--- src/rtl/aes_pkg.sv ---
// Shared AES round definitions: byte/column/state types, FSM encoding and GF(2^8) helpers.
// Latency: n/a (types and pure functions only).
// Backpressure: n/a.
package aes_pkg;

    localparam int         BYTE_SIZE = 8;
    localparam int         NUM_COLS  = 4;
    localparam logic [7:0] GF_POLY   = 8'h1B;

    typedef logic [BYTE_SIZE-1:0] byte_t;
    // Column c of the state: bytes 4c..4c+3, row 0 in the most significant byte.
    typedef byte_t [0:3]          col_t;
    // Packed so that state[0][0] lands on bits [127:120] of a 128-bit vector.
    typedef col_t [0:NUM_COLS-1]  state_t;

    typedef enum logic [1:0] {
        IDLE = 2'd0,
        MIX  = 2'd1,
        HOLD = 2'd2
    } fsm_t;

    function automatic byte_t xtime(input byte_t b);
        return {b[6:0], 1'b0} ^ (b[7] ? GF_POLY : 8'h00);
    endfunction

    // Shift-and-add multiply; with a constant b this folds to a few xtime/XOR terms.
    function automatic byte_t gf_mul(input byte_t a, input byte_t b);
        byte_t p;
        byte_t x;
        p = '0;
        x = a;
        for (int i = 0; i < BYTE_SIZE; i++) begin
            if (b[i]) p = p ^ x;
            x = xtime(x);
        end
        return p;
    endfunction

    // Row r rotated left by r columns.
    function automatic state_t shift_rows(input state_t s);
        state_t r;
        for (int c = 0; c < NUM_COLS; c++)
            for (int w = 0; w < 4; w++)
                r[c][w] = s[2'(c + w)][w];
        return r;
    endfunction

    // Row r rotated right by r columns.
    function automatic state_t inv_shift_rows(input state_t s);
        state_t r;
        for (int c = 0; c < NUM_COLS; c++)
            for (int w = 0; w < 4; w++)
                r[c][w] = s[2'(c - w + NUM_COLS)][w];
        return r;
    endfunction

endpackage

--- src/rtl/shift_mix_cols_if.sv ---
// Block-level bus for shift_mix_cols: input handshake + state, output handshake + state, busy.
// Latency: n/a (wiring only). Optional inv signal present when AES_INV_CIPHER_EN is defined.
// Backpressure: valid/ready on both sides; slave modport is the stage, master is the driver.
interface shift_mix_cols_if #(
    parameter int DATA_WIDTH = 128
);
    logic                  in_valid;
    logic                  in_ready;
    logic [DATA_WIDTH-1:0] in_state;
    logic                  last_round;
`ifdef AES_INV_CIPHER_EN
    logic                  inv;
`endif
    logic                  out_valid;
    logic                  out_ready;
    logic [DATA_WIDTH-1:0] out_state;
    logic                  busy;

`ifdef AES_INV_CIPHER_EN
    modport master (output in_valid, in_state, last_round, inv, out_ready,
                    input  in_ready, out_valid, out_state, busy);
    modport slave  (input  in_valid, in_state, last_round, inv, out_ready,
                    output in_ready, out_valid, out_state, busy);
`else
    modport master (output in_valid, in_state, last_round, out_ready,
                    input  in_ready, out_valid, out_state, busy);
    modport slave  (input  in_valid, in_state, last_round, out_ready,
                    output in_ready, out_valid, out_state, busy);
`endif
endinterface

--- src/rtl/shift_mix_cols_mix_column.sv ---
// mix_column: combinational (Inv)MixColumns of one 32-bit column, row 0 in the top byte.
// Latency: 0 cycles. Ports: col_in, col_out, plus inv when AES_INV_CIPHER_EN is defined.
// Backpressure: none (pure function).
module mix_column
    import aes_pkg::*;
(
`ifdef AES_INV_CIPHER_EN
    input  logic inv,
`endif
    input  col_t col_in,
    output col_t col_out
);

    byte_t k0, k1, k2, k3;

    // Coefficients of matrix row 0; row r uses the same set rotated right by r.
    always_comb begin
        k0 = 8'h02;
        k1 = 8'h03;
        k2 = 8'h01;
        k3 = 8'h01;
`ifdef AES_INV_CIPHER_EN
        if (inv) begin
            k0 = 8'h0e;
            k1 = 8'h0b;
            k2 = 8'h0d;
            k3 = 8'h09;
        end
`endif
    end

    always_comb begin
        col_out = '0;
        for (int r = 0; r < 4; r++)
            col_out[r] = gf_mul(col_in[r],          k0) ^
                         gf_mul(col_in[2'(r + 1)], k1) ^
                         gf_mul(col_in[2'(r + 2)], k2) ^
                         gf_mul(col_in[2'(r + 3)], k3);
    end

endmodule

--- src/rtl/shift_mix_cols.sv ---
// ShiftRows + iterative MixColumns (one column/cycle); ports clk, rst_n, bus (slave). Optional AES_INV_CIPHER_EN adds decrypt.
// Latency: 5 cycles accept->out_valid (1 cycle when last_round bypasses MixColumns); one block in flight.
// Backpressure: in_ready only in IDLE; result held stable in HOLD until out_ready.
module shift_mix_cols
    import aes_pkg::*;
#(
    parameter int DATA_WIDTH = 128,
    parameter int COLS       = 4
) (
    input  logic            clk,
    input  logic            rst_n,
    shift_mix_cols_if.slave bus
);

    fsm_t   state, state_nxt;
    logic [1:0] cnt, cnt_nxt;
    state_t work, work_nxt;
    state_t in_s;
    state_t mixed;
    col_t   mix_out;
`ifdef AES_INV_CIPHER_EN
    logic   inv_q, inv_nxt;
`endif

    assign in_s = bus.in_state;

    mix_column u_mix (
`ifdef AES_INV_CIPHER_EN
        .inv     (inv_q),
`endif
        .col_in  (work[cnt]),
        .col_out (mix_out)
    );

    always_comb begin
        mixed      = work;
        mixed[cnt] = mix_out;
    end

    always_ff @(posedge clk) begin
        if (!rst_n) begin
            state <= IDLE;
            cnt   <= '0;
            work  <= '0;
`ifdef AES_INV_CIPHER_EN
            inv_q <= 1'b0;
`endif
        end else begin
            state <= state_nxt;
            cnt   <= cnt_nxt;
            work  <= work_nxt;
`ifdef AES_INV_CIPHER_EN
            inv_q <= inv_nxt;
`endif
        end
    end

    always_comb begin
        state_nxt = state;
        cnt_nxt   = cnt;
        work_nxt  = work;
`ifdef AES_INV_CIPHER_EN
        inv_nxt   = inv_q;
`endif
        case (state)
            IDLE: begin
                if (bus.in_valid) begin
                    cnt_nxt = '0;
`ifdef AES_INV_CIPHER_EN
                    inv_nxt = bus.inv;
                    // Decrypt mixes the raw state and un-shifts on the way into HOLD.
                    if (bus.last_round) begin
                        state_nxt = HOLD;
                        work_nxt  = bus.inv ? inv_shift_rows(in_s) : shift_rows(in_s);
                    end else begin
                        state_nxt = MIX;
                        work_nxt  = bus.inv ? in_s : shift_rows(in_s);
                    end
`else
                    state_nxt = bus.last_round ? HOLD : MIX;
                    work_nxt  = shift_rows(in_s);
`endif
                end
            end
            MIX: begin
                cnt_nxt  = cnt + 2'd1;
                work_nxt = mixed;
                if (cnt == 2'(COLS - 1)) begin
                    state_nxt = HOLD;
`ifdef AES_INV_CIPHER_EN
                    if (inv_q) work_nxt = inv_shift_rows(mixed);
`endif
                end
            end
            HOLD: begin
                if (bus.out_ready) state_nxt = IDLE;
            end
            default: state_nxt = IDLE;
        endcase
    end

    assign bus.in_ready  = (state == IDLE);
    assign bus.busy      = (state != IDLE);
    assign bus.out_valid = (state == HOLD);
    assign bus.out_state = work;

endmodule

--- src/flat_wrapper.sv ---
// flat-port wrapper written by rule: the top's interface ports become plain ports
module shift_mix_cols_flat import aes_pkg::*;
#(
    parameter int DATA_WIDTH = 128,
    parameter int COLS       = 4
)
  (clk, rst_n, bus_in_valid, bus_in_state, bus_last_round, bus_out_ready, bus_in_ready, bus_out_valid, bus_out_state, bus_busy);
  shift_mix_cols_if #(.DATA_WIDTH(DATA_WIDTH)) bus_i ();
  input  logic clk;
  input  logic rst_n;
  input wire logic [$bits(bus_i.in_valid)-1:0] bus_in_valid;
  input wire logic [$bits(bus_i.in_state)-1:0] bus_in_state;
  input wire logic [$bits(bus_i.last_round)-1:0] bus_last_round;
  input wire logic [$bits(bus_i.out_ready)-1:0] bus_out_ready;
  output wire logic [$bits(bus_i.in_ready)-1:0] bus_in_ready;
  output wire logic [$bits(bus_i.out_valid)-1:0] bus_out_valid;
  output wire logic [$bits(bus_i.out_state)-1:0] bus_out_state;
  output wire logic [$bits(bus_i.busy)-1:0] bus_busy;
  assign bus_i.in_valid = bus_in_valid;
  assign bus_i.in_state = bus_in_state;
  assign bus_i.last_round = bus_last_round;
  assign bus_i.out_ready = bus_out_ready;
  assign bus_in_ready = bus_i.in_ready;
  assign bus_out_valid = bus_i.out_valid;
  assign bus_out_state = bus_i.out_state;
  assign bus_busy = bus_i.busy;
  shift_mix_cols #(.DATA_WIDTH(DATA_WIDTH), .COLS(COLS)) u_core (.clk(clk), .rst_n(rst_n), .bus(bus_i));
endmodule
--- config.mk ---
export PLATFORM = sky130hd
export DESIGN_NAME = shift_mix_cols_flat
export DESIGN_NICKNAME = d
export VERILOG_FILES = /design/src/rtl/aes_pkg.sv /design/src/rtl/shift_mix_cols_if.sv /design/src/rtl/shift_mix_cols_mix_column.sv /design/src/rtl/shift_mix_cols.sv /design/src/flat_wrapper.sv
export SDC_FILE = /design/constraint.sdc
export NUM_CORES = 1
export LEC_CHECK = 0
export ABC_AREA = 1
export CORE_ASPECT_RATIO = 0.7
export CORE_MARGIN = 2
export CORE_UTILIZATION = 35
export CTS_BUF_LIST = sky130_fd_sc_hd__clkbuf_16
export CTS_CLUSTER_SIZE = 10
export DETAILED_ROUTE_END_ITERATION = 16
export GPL_TIMING_DRIVEN = 0
export PLACE_DENSITY_LB_ADDON = 0.12
export SYNTH_ARGS = -nofsm -noshare
export SYNTH_HDL_FRONTEND = slang
export SYNTH_SLANG_ARGS = --single-unit
--- constraint.sdc ---
create_clock -name clk -period 2.9 [get_ports clk]
set_input_delay 0.435 -clock clk [delete_from_list [all_inputs] [get_ports clk]]
set_output_delay 0.435 -clock clk [all_outputs]
set_load 0.005 [all_outputs]
=== After elaboration in Yosys (flattened, before gate mapping) ===
Index checks and enable logic that the tools add are counted.

* Flip-flop bits (word level): 132
* Bits of input ports: 133
* Word-level logic and storage cells: 46

* Add/sub/neg operators: 1
* Magnitude comparators: 2
* Eq/ne operators: 6
* Muxes and demuxes: 12
* Bitwise gates (word level): 1
* Reductions and logical operators: 6

{| class="wikitable"
|+ Operators with widths
! cell !! count
|-
| one-hot mux 128 bit (2 select lines) || 1
|-
| bitwise mux 128 bit || 1
|-
| two-way mux 128 bit || 1
|-
| demux 32 bit (select 2 bit) || 1
|-
| two-way mux 32 bit || 1
|-
| two-way mux 2 bit || 5
|-
| one-hot mux 2 bit (3 select lines) || 1
|-
| == test 2 bit (second input constant) || 2
|-
| != test 2 bit (second input constant) || 2
|-
| one-hot mux 2 bit (2 select lines) || 1
|-
| nonzero test 2 bit || 2
|-
| >= comparator 3 bit (second input constant) || 1
|-
| < comparator 3 x 1 -> 1 bit (second input constant) || 1
|-
| inverter 2 -> 3 bit || 1
|-
| AND reduction 3 bit || 1
|-
| adder 2 x 1 -> 2 bit (second input constant) || 1
|-
| == test 2 x 1 -> 1 bit (second input constant) || 1
|-
| zero test 2 bit || 1
|-
| != test 2 x 1 -> 1 bit (second input constant) || 1
|-
| AND reduction 2 bit || 1
|-
| logical AND 1 bit || 1
|}

=== Depth between registers and ports, before layout ===
* Depth after elaboration: 7
* Depth in mapped cells: 7
* Mapped depth without buffers: 6

=== Modules after synthesis ===
A second synthesis with hierarchy kept.

* Cell total of the unflattened synthesis: 1326
* Area, all modules: 7922.6 µm²

{| class="wikitable"
|+ By module, submodules not included
! module !! times used !! cells each !! area an instance (µm²)
|-
| shift_mix_cols || 1 || 1293 || 7678.6
|-
| mix_column || 1 || 33 || 244.0
|}

=== Worst setup path after synthesis ===
No wires, ideal clock.

* Path kind: register -> register
* From: reg u_core.state[0]
* To: reg u_core.work (netlist bit u_core.bus.out_state[118])
* Library setup time: 0.132 ns
* Arrival time: 1.090 ns
* Data required time: 2.768 ns
* Path slack: 1.678 ns
* Stages on the path, launching flop included: 7
* Clock period less this slack: 1.222 ns
* Path through: dfxtp_1 inv_2 nor2_4 nand2_1 buf_4 nand3_1 a21oi_1

* Longest elaborated chain between the ends: 3

{| class="wikitable"
|+ Ends and longest elaborated chain
! item !! RTL line !! source
|-
| start, declared || shift_mix_cols.sv:15 || <nowiki>fsm_t state, state_nxt;</nowiki>
|-
| start signal, assigned || shift_mix_cols.sv:49 || <nowiki>state <= state_nxt;</nowiki>
|-
| == test 2 x 1 -> 1 bit or zero test 2 bit (tied branches) || shift_mix_cols.sv:65 || <nowiki>case (state)</nowiki>
|-
| nonzero test 2 bit (no source line) or != test 2 bit (tied branches) || -- ||
|-
| AND reduction 2 bit (no source line) || -- ||
|-
| end signal, assigned || shift_mix_cols.sv:51 || <nowiki>work <= work_nxt;</nowiki>
|-
| end, declared || shift_mix_cols.sv:17 || <nowiki>state_t work, work_nxt;</nowiki>
|}

Parallel ways exist; a longest one is shown, timed or not.
A chain may end at the register's enable or synchronous reset.

=== Worst setup path in the final report ===
* From: reg u_core.state[1]
* To: out bus_out_valid

* Longest elaborated chain between the ends: 1

{| class="wikitable"
|+ Ends and longest elaborated chain
! item !! RTL line !! source
|-
| == test 2 bit || shift_mix_cols.sv:104 || <nowiki>assign bus.out_valid = (state == HOLD);</nowiki>
|-
| end, declared || flat_wrapper.sv:16 || <nowiki>output wire logic [$bits(bus_i.out_valid)-1:0] bus_out_valid;</nowiki>
|}

Every way passes these cells.

==> impl_results.md <==
- Number of instances in the synthesized netlist: around 390
- Post-CTS resize count: 0
- Worst setup path category: register to output port
- Antenna diode count: 0
- Final Hold Viols: 0
- Static leakage: 2.20 nW
- Clock Path Buffers: 2
- Horizontal extent of the die: ~120 um
- Routed wire per std cell: roughly 13 um
- Avg Inst Size Synth: about 8.1 sq um
- Router iterations before antenna repair: 4
- Required time at the worst-slack endpoint: 2.47 ns
- NumNets Final: 737
- Period utilization: about two thirds
- Worst EP arrival: around 1.5 ns
- Util after Layout: 59.8%
- Synth Register Bits: 68
- Clock slew seen by the registers of the worst setup and hold paths: 0.05 ns
- Maximum operating frequency: around 510 MHz
- Ranking of synthesized cells by area: sky130_fd_sc_hd__dfxtp_1 (43%), sky130_fd_sc_hd__buf_4 (17%), sky130_fd_sc_hd__nand3_1 (16%)
- Clock tree sinks: 68
- Total Negative Setup Slacks: 0 ns
- Post-synthesis instance area: approximately 3200 sq um
- Wire length of the first global-routing pass: approximately 15000 um
- Slew at the pin closest to its max-slew limit: roughly 0.57 ns
- Setup slack of the worst register-to-register path: 1.43 ns
- Capture point of the critical path: bus_out_valid
- Total number of vias: around 3100
- Pwr Density: between 500 and 600 nW/um^2
- Origin of the worst setup path: u_core.state[1]$_SDFFE_PN0P_
- TritonCTS Buffers: 9
- Cell at the root of the clock tree: sky130_fd_sc_hd__clkbuf_16
- Cell row count: 28
- Count of pins on the block boundary: 264
- All-Layer GR Usage: between 10% and 20%
- Final Cell Area: around 5200 sq um
- Via count of the first global-routing pass: 3016
- Final wirelength: approximately 9400 um
- Number of DRC markers in iteration 0: 164
- Half-perimeter wire length of the detailed placement result: about 7300 um
- Max-cap check violation count: 0
- Starting density of the core: between 30% and 40%
- GR Layer Usage met2: about a third
- Initial antenna violation count: 0
- Std-Cell Core Area: about 8600 sq um
- Length in cells of the worst reg-to-reg path: 6
- Worst Clk Skew: around 0.0046 ns
- Count of filler cells inserted in the layout: ~800
- Top fanout value on the critical path: 3
- Type of element launching the critical path: register
- Seq/Total Area, Yosys: a little over two fifths
- Sum of overflow across all layers after global routing: 0
- Number of slew-limit violations in the final report: 0
- Met1 GRT Util: 22.6%
- Number of endpoints failing setup at the final stage: 0
- Fraction of layout cells with a size suffix above 1: between 10% and 20%
- FF+latch area: approximately 1400 sq um
- Worst-Skew Late Latency: roughly 0.32 ns
- Number of buffers inserted to repair setup after CTS: 0
- Crit path capture type: output port
- Worst ir drop on vdd: around 0.00042 V
- Unrepaired setup endpoints after global routing: no
- Global-route met3 utilization: ~8.2%
- Final min period: between 1.5 and 2 ns
- HP Class: register to register
- Fraction of synthesized cell area taken by the top area cell type: between 40 and 50%
- Synth-to-layout area growth: 63.0%
- Maximum number of pins on one net before global-route repair: 11
- GRT busiest layer: met2
- Status: finished clean
- Total area of multi-input combinational cells: 1350 sq um
- Worst relative slew slack: between 60 and 70%
- Launch point of the worst reg-to-reg path: u_core.state[0]$_SDFFE_PN0P_
- Number of H-tree branching levels: 3
- Vertical extent of the die: between 80 and 90 um
- Detail Route Antenna Nets: 0
- Total chip power: 0.00269 W
- Post-cts hold buffer count: 0
- Distinct cells, synth: 19
- Count of yosys warnings during synthesis: 0
- Vias per inst: 4.33
- Biggest area consumer among synthesized cells: sky130_fd_sc_hd__dfxtp_1
- Clock tree from TritonCTS: done
- I/O Buffers: about 140
- Routability-driven placement congestion ratio: about 0.73
- R2R Path End: u_core.bus.out_state[45]$_SDFFE_PN0P_
- Residual DRC count: 0
- Area of the die: slightly below 10000 sq um
- Area of placed instances: slightly below 5000 sq um
worst max-delay path: stages, from the launching register on:
cell,delay (ns)
sky130_fd_sc_hd__dfxtp_1,0.43
sky130_fd_sc_hd__inv_1,0.10
sky130_fd_sc_hd__nor2_1,0.14
sky130_fd_sc_hd__clkdlybuf4s50_1,0.52
per-layer routing:
metal  wire (um)  vias to the layer above
met5           0                        -
met3         909                        7
met4          58                        0
li1            -                     1606
met2        4480                      123
met1        3980                     1406
state kept, by name (all words and copies together), names as in the netlist:
signal                cells
u_core.bus.out_state     64
u_core.cnt                2
u_core.state              2
how the worst min path moves through the flow:
stage	start	to	cells after the start	slack (ns)
4_1_cts	u_core.bus.out_state[15]$_SDFFE_PN0P_	u_core.bus.out_state[15]$_SDFFE_PN0P_	2	0.46
6_report	u_core.bus.out_state[15]$_SDFFE_PN0P_	u_core.bus.out_state[15]$_SDFFE_PN0P_	2	0.46
3_5_place_dp	u_core.bus.out_state[18]$_SDFFE_PN0P_	u_core.bus.out_state[18]$_SDFFE_PN0P_	2	0.45
2_1_floorplan	u_core.bus.out_state[10]$_SDFFE_PN0P_	u_core.bus.out_state[10]$_SDFFE_PN0P_	2	0.46
5_1_grt	u_core.bus.out_state[17]$_SDFFE_PN0P_	u_core.bus.out_state[17]$_SDFFE_PN0P_	2	0.48
3_3_place_gp	u_core.bus.out_state[15]$_SDFFE_PN0P_	u_core.bus.out_state[15]$_SDFFE_PN0P_	2	0.45
power by group:
| group | switching [W] | total [W] | internal [W] | leakage [nW] |
|---|---|---|---|---|
| combinational | 0.000307 | 0.000693 | 0.000386 | 1.50 |
| sequential | 0.0000482 | 0.00107 | 0.00102 | 0.557 |
| clock | 0.000373 | 0.000931 | 0.000559 | 0.142 |
metrics by stage:
stage	setup WS (ns)	hold slack [ns]	std cells
6_report	0.944	0.460	725
5_1_grt	0.853	0.478	725
4_1_cts	0.916	0.462	725
3_5_place_dp	0.722	0.453	709
3_3_place_gp	0.775	0.445	709
2_1_floorplan	1.68	0.455	454
cell families after synthesis:
kind of cell,after synthesis,synth area share (%)
other,1,0.119
buffers and inverters,103,21.7
DFF,68,43.1
AOI/OAI and AO/OA,71,11.4
adders and majority gates,4,1.58
and+or+nand+nor,144,22.2
layout make-up:
class / count / area share (%)
inverters: 12 / 0.898
clock buffers: 9 / 4.37
flip-flops and latches: 68 / 26.4
well taps: 120 / 2.91
clock inverters: 7 / 0.558
plain buffers: 91 / 12.4
multi-input cells: 283 / 26.2
repair buffers: 135 / 26.2
Yosys cell counts:
library cell	instances
sky130_fd_sc_hd__ha_1	4
sky130_fd_sc_hd__nor2_4	2
sky130_fd_sc_hd__clkbuf_1	8
sky130_fd_sc_hd__inv_1	9
sky130_fd_sc_hd__nand2_4	3
sky130_fd_sc_hd__nor2_1	1
sky130_fd_sc_hd__a21oi_1	67
sky130_fd_sc_hd__buf_6	3
sky130_fd_sc_hd__o21a_1	1
sky130_fd_sc_hd__buf_4	70
sky130_fd_sc_hd__a31oi_1	1
sky130_fd_sc_hd__buf_2	10
sky130_fd_sc_hd__nand3_1	99
sky130_fd_sc_hd__o21ai_0	2
sky130_fd_sc_hd__dfxtp_1	68
sky130_fd_sc_hd__conb_1	1
sky130_fd_sc_hd__inv_2	2
sky130_fd_sc_hd__nand2_1	39
sky130_fd_sc_hd__clkinv_2	1
cells in the final DEF, fill, tap and decap left out, types with 3 or more instances in the layout:
cell type and instances:
sky130_fd_sc_hd__a21oi_1 67, sky130_fd_sc_hd__nand3_1 99, sky130_fd_sc_hd__buf_6 3, sky130_fd_sc_hd__ha_1 4
sky130_fd_sc_hd__conb_1 64, sky130_fd_sc_hd__dfxtp_1 68, sky130_fd_sc_hd__clkbuf_16 9, sky130_fd_sc_hd__clkinv_2 3
sky130_fd_sc_hd__clkbuf_1 8, sky130_fd_sc_hd__nand2_1 39, sky130_fd_sc_hd__clkdlybuf4s50_1 135, sky130_fd_sc_hd__nand2_4 3
sky130_fd_sc_hd__buf_4 70, sky130_fd_sc_hd__buf_2 10, sky130_fd_sc_hd__inv_1 13
(Power assumes the default switching activity.)
==> patch 1 (same flow settings) <==
Reset style: asynchronous (`rst_n`), changed in one clocked block.
--- a/src/rtl/shift_mix_cols.sv
+++ b/src/rtl/shift_mix_cols.sv
@@ -37,7 +37,7 @@
         mixed[cnt] = mix_out;
     end
 
-    always_ff @(posedge clk) begin
+    always_ff @(posedge clk or negedge rst_n) begin
         if (!rst_n) begin
             state <= IDLE;
             cnt   <= '0;
Behaviour: differs if rst_n is asserted again (counterexample within 4 cycles, from zero or initial values and one cycle with rst_n low); with rst_n held inactive, the same outputs for 10 cycles.
==> patch 1 against the unedited design <==
Global-route usage down 2.4 points; setup slack got worse by 88 ps; register-to-register slack better by 60 ps; worst hold slack got worse by 230 ps; wire length fell by 0.22%; sequential cell count unchanged; final area rose by 9.6%; area after synthesis is 15% higher; critical endpoint unchanged.
Power is not compared: it rests on default switching activity, and its combinational part moved more than twofold at a synthesized area within 25%.
==> patch 1: results (changes against the unedited design) <==
\begin{tabular}{lr}
\hline
Metric & Value \\
\hline
\multicolumn{2}{l}{\textbf{Outcome}} \\
\quad Result of the run & finished clean \\
\multicolumn{2}{l}{\textbf{Place}} \\
\quad Placement Setup Slack & 1192 ps (+469.9 ps) \\
\quad Placed cell count & 776 (+9.4\%) \\
\quad Dpl cell area & 5363 µm² (+9.4\%) \\
\quad DP HPWL & 7.102 mm (-2.6\%) \\
\quad Routability Congestion & 0.7311 (-0.48\%) \\
\quad Number of buffers added on ports & 134 (-0.74\%) \\
\multicolumn{2}{l}{\textbf{Drt}} \\
\quad Initial DRC Count & 167 (+1.8\%) \\
\quad Via count & 3286 (+4.6\%) \\
\quad Post-DR wirelength/cell & 11.87 µm (-8.7\%) \\
\multicolumn{2}{l}{\textbf{Critical path}} \\
\quad Crit path from & u\_core.state[1] \\
\quad Peak fanout along the critical path & 7 (+4) \\
\multicolumn{2}{l}{\textbf{GRT}} \\
\quad Maximum number of pins on one net before global-route repair & 69 (+58) \\
\quad Number of antenna violations at the first check in global routing & 0 (unchanged) \\
\quad GRT Total Usage & 0.1670 (-0.02404) \\
\quad Via count of the first global-routing pass & 3007 (-0.30\%) \\
\quad Global-route wire length before repair & 14.84 mm (-0.18\%) \\
\multicolumn{2}{l}{\textbf{Final layout}} \\
\quad Final standard cell count with taps included and fillers excluded & 792 (+9.2\%) \\
\quad Antenna Diode Count & 0 (unchanged) \\
\quad Max reg flops & 64 (unchanged) \\
\quad Fraction of layout instances using a drive strength above 1 & 0.1636 (-0.004959) \\
\multicolumn{2}{l}{\textbf{Synthesis}} \\
\quad Avg Cell Area, Syn & 8.103 µm² (+0.21\%) \\
\quad Async S/R FF share, synth & 1.000 (+1.000) \\
\quad Distinct cell type count after synthesis & 20 (+1) \\
\quad Top cell types by occurrence after synthesis & nand2\_1 (136), buf\_4 (69), dfrtp\_1 (68), nand3\_1 (49), inv\_1 (39) \\
\quad Yosys top cell area share & 0.4698 (+0.03923) \\
\quad Top post-synthesis cells by area & dfrtp\_1 (47\%), buf\_4 (14\%), nand2\_1 (14\%) \\
\quad Part of the Yosys area used for sequential elements & 0.4698 (+0.03923) \\
\multicolumn{2}{l}{\textbf{STA}} \\
\quad Slew Limit Headroom & 0.4258 (-0.1971) \\
\quad Final clock skew & 3.369 ps (-1.246 ps) \\
\multicolumn{2}{l}{\textbf{Min path}} \\
\quad Class of the tightest hold or removal check & in2async \\
\multicolumn{2}{l}{\textbf{Clock tree}} \\
\quad Num CTS Buffers & 9 (unchanged) \\
\quad Total setup buffers inserted after CTS & 0 (unchanged) \\
\multicolumn{2}{l}{\textbf{Power and ir drop}} \\
\quad Leak Pwr & 3.066 nW \\
\hline
\end{tabular}
[patch 1: power by group through the flow]
stage                     Combinational, W  Sequential [W]  Clock (W)
after global placement             0.00229         0.00163          0
after global routing               0.00258         0.00168    0.00112
after floorplan                    0.00107         0.00165          0
after CTS                          0.00235         0.00164    0.00107
final                              0.00232         0.00163    0.00104
after detailed placement           0.00234         0.00165          0
[patch 1: worst paths after layout]
kind                                            end  slack, ps  depth (start not counted)
max in group asynchronous  u_core.bus.out_state[71]       2120                          1
min reg2reg                u_core.bus.out_state[20]        470                          2
max reg2reg                 u_core.bus.out_state[8]       1490                          6
min in group clk           u_core.bus.out_state[65]        450                          3
max                                   bus_out_valid        860                          3
min                        u_core.bus.out_state[70]        230                          1
[patch 1: worst max-delay path: stages (launching register included)]
cell and delay [ps]:
dfrtp_1 480, inv_2 120, nor2_1 150, clkdlybuf4s50_1 540
[patch 1: cell type report]
type | instances | area, µm²
flip-flops and latches | 68 | 1702
clock buffers | 9 | 225.2
clock inverters | 7 | 58.81
well taps | 132 | 165.2
multi-input cells | 316 | 1379
fillers | 968 | 4554
inverters | 42 | 157.7
plain buffers | 84 | 620.6
repair buffers | 134 | 1339
[patch 1: cell families after synthesis]
logic type | share of synthesized area
other | 0.001035
flip-flops | 0.4698
adder cells (fa/ha/maj) | 0.01382
buffers and inverters | 0.2149
AO/OA/AOI/OAI | 0.006217
AND/OR/NAND/NOR | 0.2943
[patch 1: routing by layer]
layer | GRT usage | part of all wire
met5 | 0 | 0
met4 | 0.04848 | 0.0043
met3 | 0.05805 | 0.085
met2 | 0.2511 | 0.45
met1 | 0.2305 | 0.46
==> patch 2 (same flow settings) <==
Without the edit above. Encoding of `fsm_t`: now one-hot (3 bits for 3 states).
--- a/src/rtl/aes_pkg.sv
+++ b/src/rtl/aes_pkg.sv
@@ -13,10 +13,10 @@
     // Packed so that state[0][0] lands on bits [127:120] of a 128-bit vector.
     typedef col_t [0:NUM_COLS-1]  state_t;
 
-    typedef enum logic [1:0] {
-        IDLE = 2'd0,
-        MIX  = 2'd1,
-        HOLD = 2'd2
+    typedef enum logic [2:0] {
+        IDLE = 3'b001,
+        MIX  = 3'b010,
+        HOLD = 3'b100
     } fsm_t;
 
     function automatic byte_t xtime(input byte_t b);
Check against the original RTL: same outputs for any inputs over 10 cycles, from zero or initial values and one cycle with rst_n low; not proved beyond that.
==> patch 2 against the unedited design <==
Non-clock buffer count fell by 2; critical path type unchanged; area after synthesis grew 5.0%; global-route usage decreased by 1.6 points; setup slack got worse by 110 ps; first-iteration DRC count fell by 24%; sequential share of layout area is 0.61 points lower; sequential cell count rose by 1; final cell count is 2.3% higher; worst hold slack worse by 0.54 ps; final area rose by 3.9%; core utilization down 1.2 points; wire length is 3.5% lower.
Power is not compared: it rests on default switching activity, and its combinational part moved more than twofold at a synthesized area within 25%.
==> patch 2: results (changes against the unedited design) <==
\begin{tabular}{lr}
\hline
Metric & Value \\
\hline
\multicolumn{2}{l}{\textbf{GRT}} \\
\quad GRT Total Usage & 0.1752 (-0.01584) \\
\quad Met1 routing resource usage after global routing & 0.2226 (-0.003146) \\
\quad Met2 track demand over resource & 0.2609 (-0.05410) \\
\quad Met3 layer usage reported by global route & 0.09140 (+0.009431) \\
\quad Via count of the first global-routing pass & 2816 (-6.6\%) \\
\quad Maximum number of pins on one net before global-route repair & 13 (+2) \\
\quad Global-route wire length before repair & 14.14 mm (-4.9\%) \\
\multicolumn{2}{l}{\textbf{Clock tree}} \\
\quad Clock slew at reported path FFs & 50 ps (about the same) \\
\multicolumn{2}{l}{\textbf{Place}} \\
\quad Dpl cell area & 5062 µm² (+3.3\%) \\
\quad Placed cell count & 726 (+2.4\%) \\
\quad DP HPWL & 7.024 mm (-3.6\%) \\
\quad Placement Setup Slack & 764.4 ps (+42.31 ps) \\
\quad Routability Congestion & 0.7822 (+6.5\%) \\
\multicolumn{2}{l}{\textbf{STA}} \\
\quad Final clock skew & 4.898 ps (+0.2830 ps) \\
\multicolumn{2}{l}{\textbf{Final layout}} \\
\quad Fraction of layout instances using a drive strength above 1 & 0.1796 (+0.01102) \\
\quad Final-layout fill cell count & 847 (+5.3\%) \\
\quad Total number of nets in the final design & 750 (+1.8\%) \\
\quad Antenna Diode Count & 0 (unchanged) \\
\multicolumn{2}{l}{\textbf{Synthesis}} \\
\quad Top post-synthesis cells by area & dfxtp\_1 (42\%), buf\_4 (16\%), nand3\_1 (11\%) \\
\quad Top cell types by occurrence after synthesis & buf\_4 (71), nand2\_1 (70), nand3\_1 (70), dfxtp\_1 (69), a21oi\_1 (65) \\
\quad Avg Cell Area, Syn & 8.216 µm² (+1.6\%) \\
\quad Distinct cell type count after synthesis & 23 (+4) \\
\quad Most repeated cell in the gate-level netlist after synthesis & buf\_4 \\
\multicolumn{2}{l}{\textbf{Critical path}} \\
\quad Data arrival time of the critical path & 1630 ps (+110 ps) \\
\quad Peak fanout along the critical path & 9 (+6) \\
\multicolumn{2}{l}{\textbf{Drt}} \\
\quad Initial DRC Count & 125 (-24\%) \\
\quad Vias/cell & 4.209 (-2.9\%) \\
\quad Post-DR wirelength/cell & 12.26 µm (-5.7\%) \\
\multicolumn{2}{l}{\textbf{Outcome}} \\
\quad Result of the run & finished clean \\
\hline
\end{tabular}
-- patch 2: cell types whose count changed after synthesis, moves of 2 or more --
cell,delta
a21oi_1,-2
a21oi_2,+2
buf_2,-10
buf_6,+6
inv_1,+4
nand2_1,+31
nand3_1,-29
nand3_4,+5
nor2_1,+4
nor2_4,-2
-- patch 2: area by class of cell --
cell class / count / share of cell area
buffer: 89 / 0.1269
tap: 124 / 0.02898
inverter: 14 / 0.009815
multi-input combinational: 295 / 0.2695
clock inverter: 7 / 0.01239
sequential: 69 / 0.2580
timing repair buffer: 135 / 0.2524
clock buffer: 9 / 0.04207
-- patch 2: tightest hold or removal path, delay by kind of cell (launching register included) --
kind               cells  cell delay [ps]
AOI/OAI and AO/OA      1               50
and+or+nand+nor        1               60
DFF                    1              300
-- patch 2: kinds of logic after synthesis --
logic type / after synthesis / synth area share
other cells: 1 / 0.001130
buf+inv: 103 / 0.2205
compound gates: 70 / 0.1089
flops: 69 / 0.4161
simple gates: 157 / 0.2382
fa+ha+maj: 4 / 0.01508
-- patch 2: power by group through the flow --
| stage | sequential, W | clock, W | combinational, W |
|---|---|---|---|
| 2_1_floorplan | 0.00135 | 0 | 0.00103 |
| 3_3_place_gp | 0.00133 | 0 | 0.00186 |
| 3_5_place_dp | 0.00134 | 0 | 0.00188 |
| 4_1_cts | 0.00132 | 0.00109 | 0.00189 |
| 5_1_grt | 0.00135 | 0.00113 | 0.00206 |
| 6_report | 0.00132 | 0.00105 | 0.00187 |
-- patch 2: worst paths after layout --
check | slack [ps] | startpoint | cells past startpoint | to
worst max-delay path | 840 | u_core.state[1] | 5 | bus_in_ready
worst min-delay path | 460 | u_core.bus.out_state[34] | 2 | u_core.bus.out_state[34]
worst max register to register | 1400 | u_core.state[0] | 7 | u_core.bus.out_state[44]
worst min register to register | 460 | u_core.bus.out_state[34] | 2 | u_core.bus.out_state[34]
-- patch 2: layer usage --
layer  vias up  share of wire
met5         -              0
met3         4           0.11
met2       124           0.45
li1       1626              -
met1      1369           0.44
met4         0         0.0053
-- patch 2: stage by stage --
stage	util	hold WS, ps
2_1_floorplan	-	455.3
3_3_place_gp	0.5536	446.7
3_5_place_dp	0.5536	451.1
4_1_cts	0.5855	459.8
5_1_grt	0.5855	479.9
6_report	0.5855	459.3
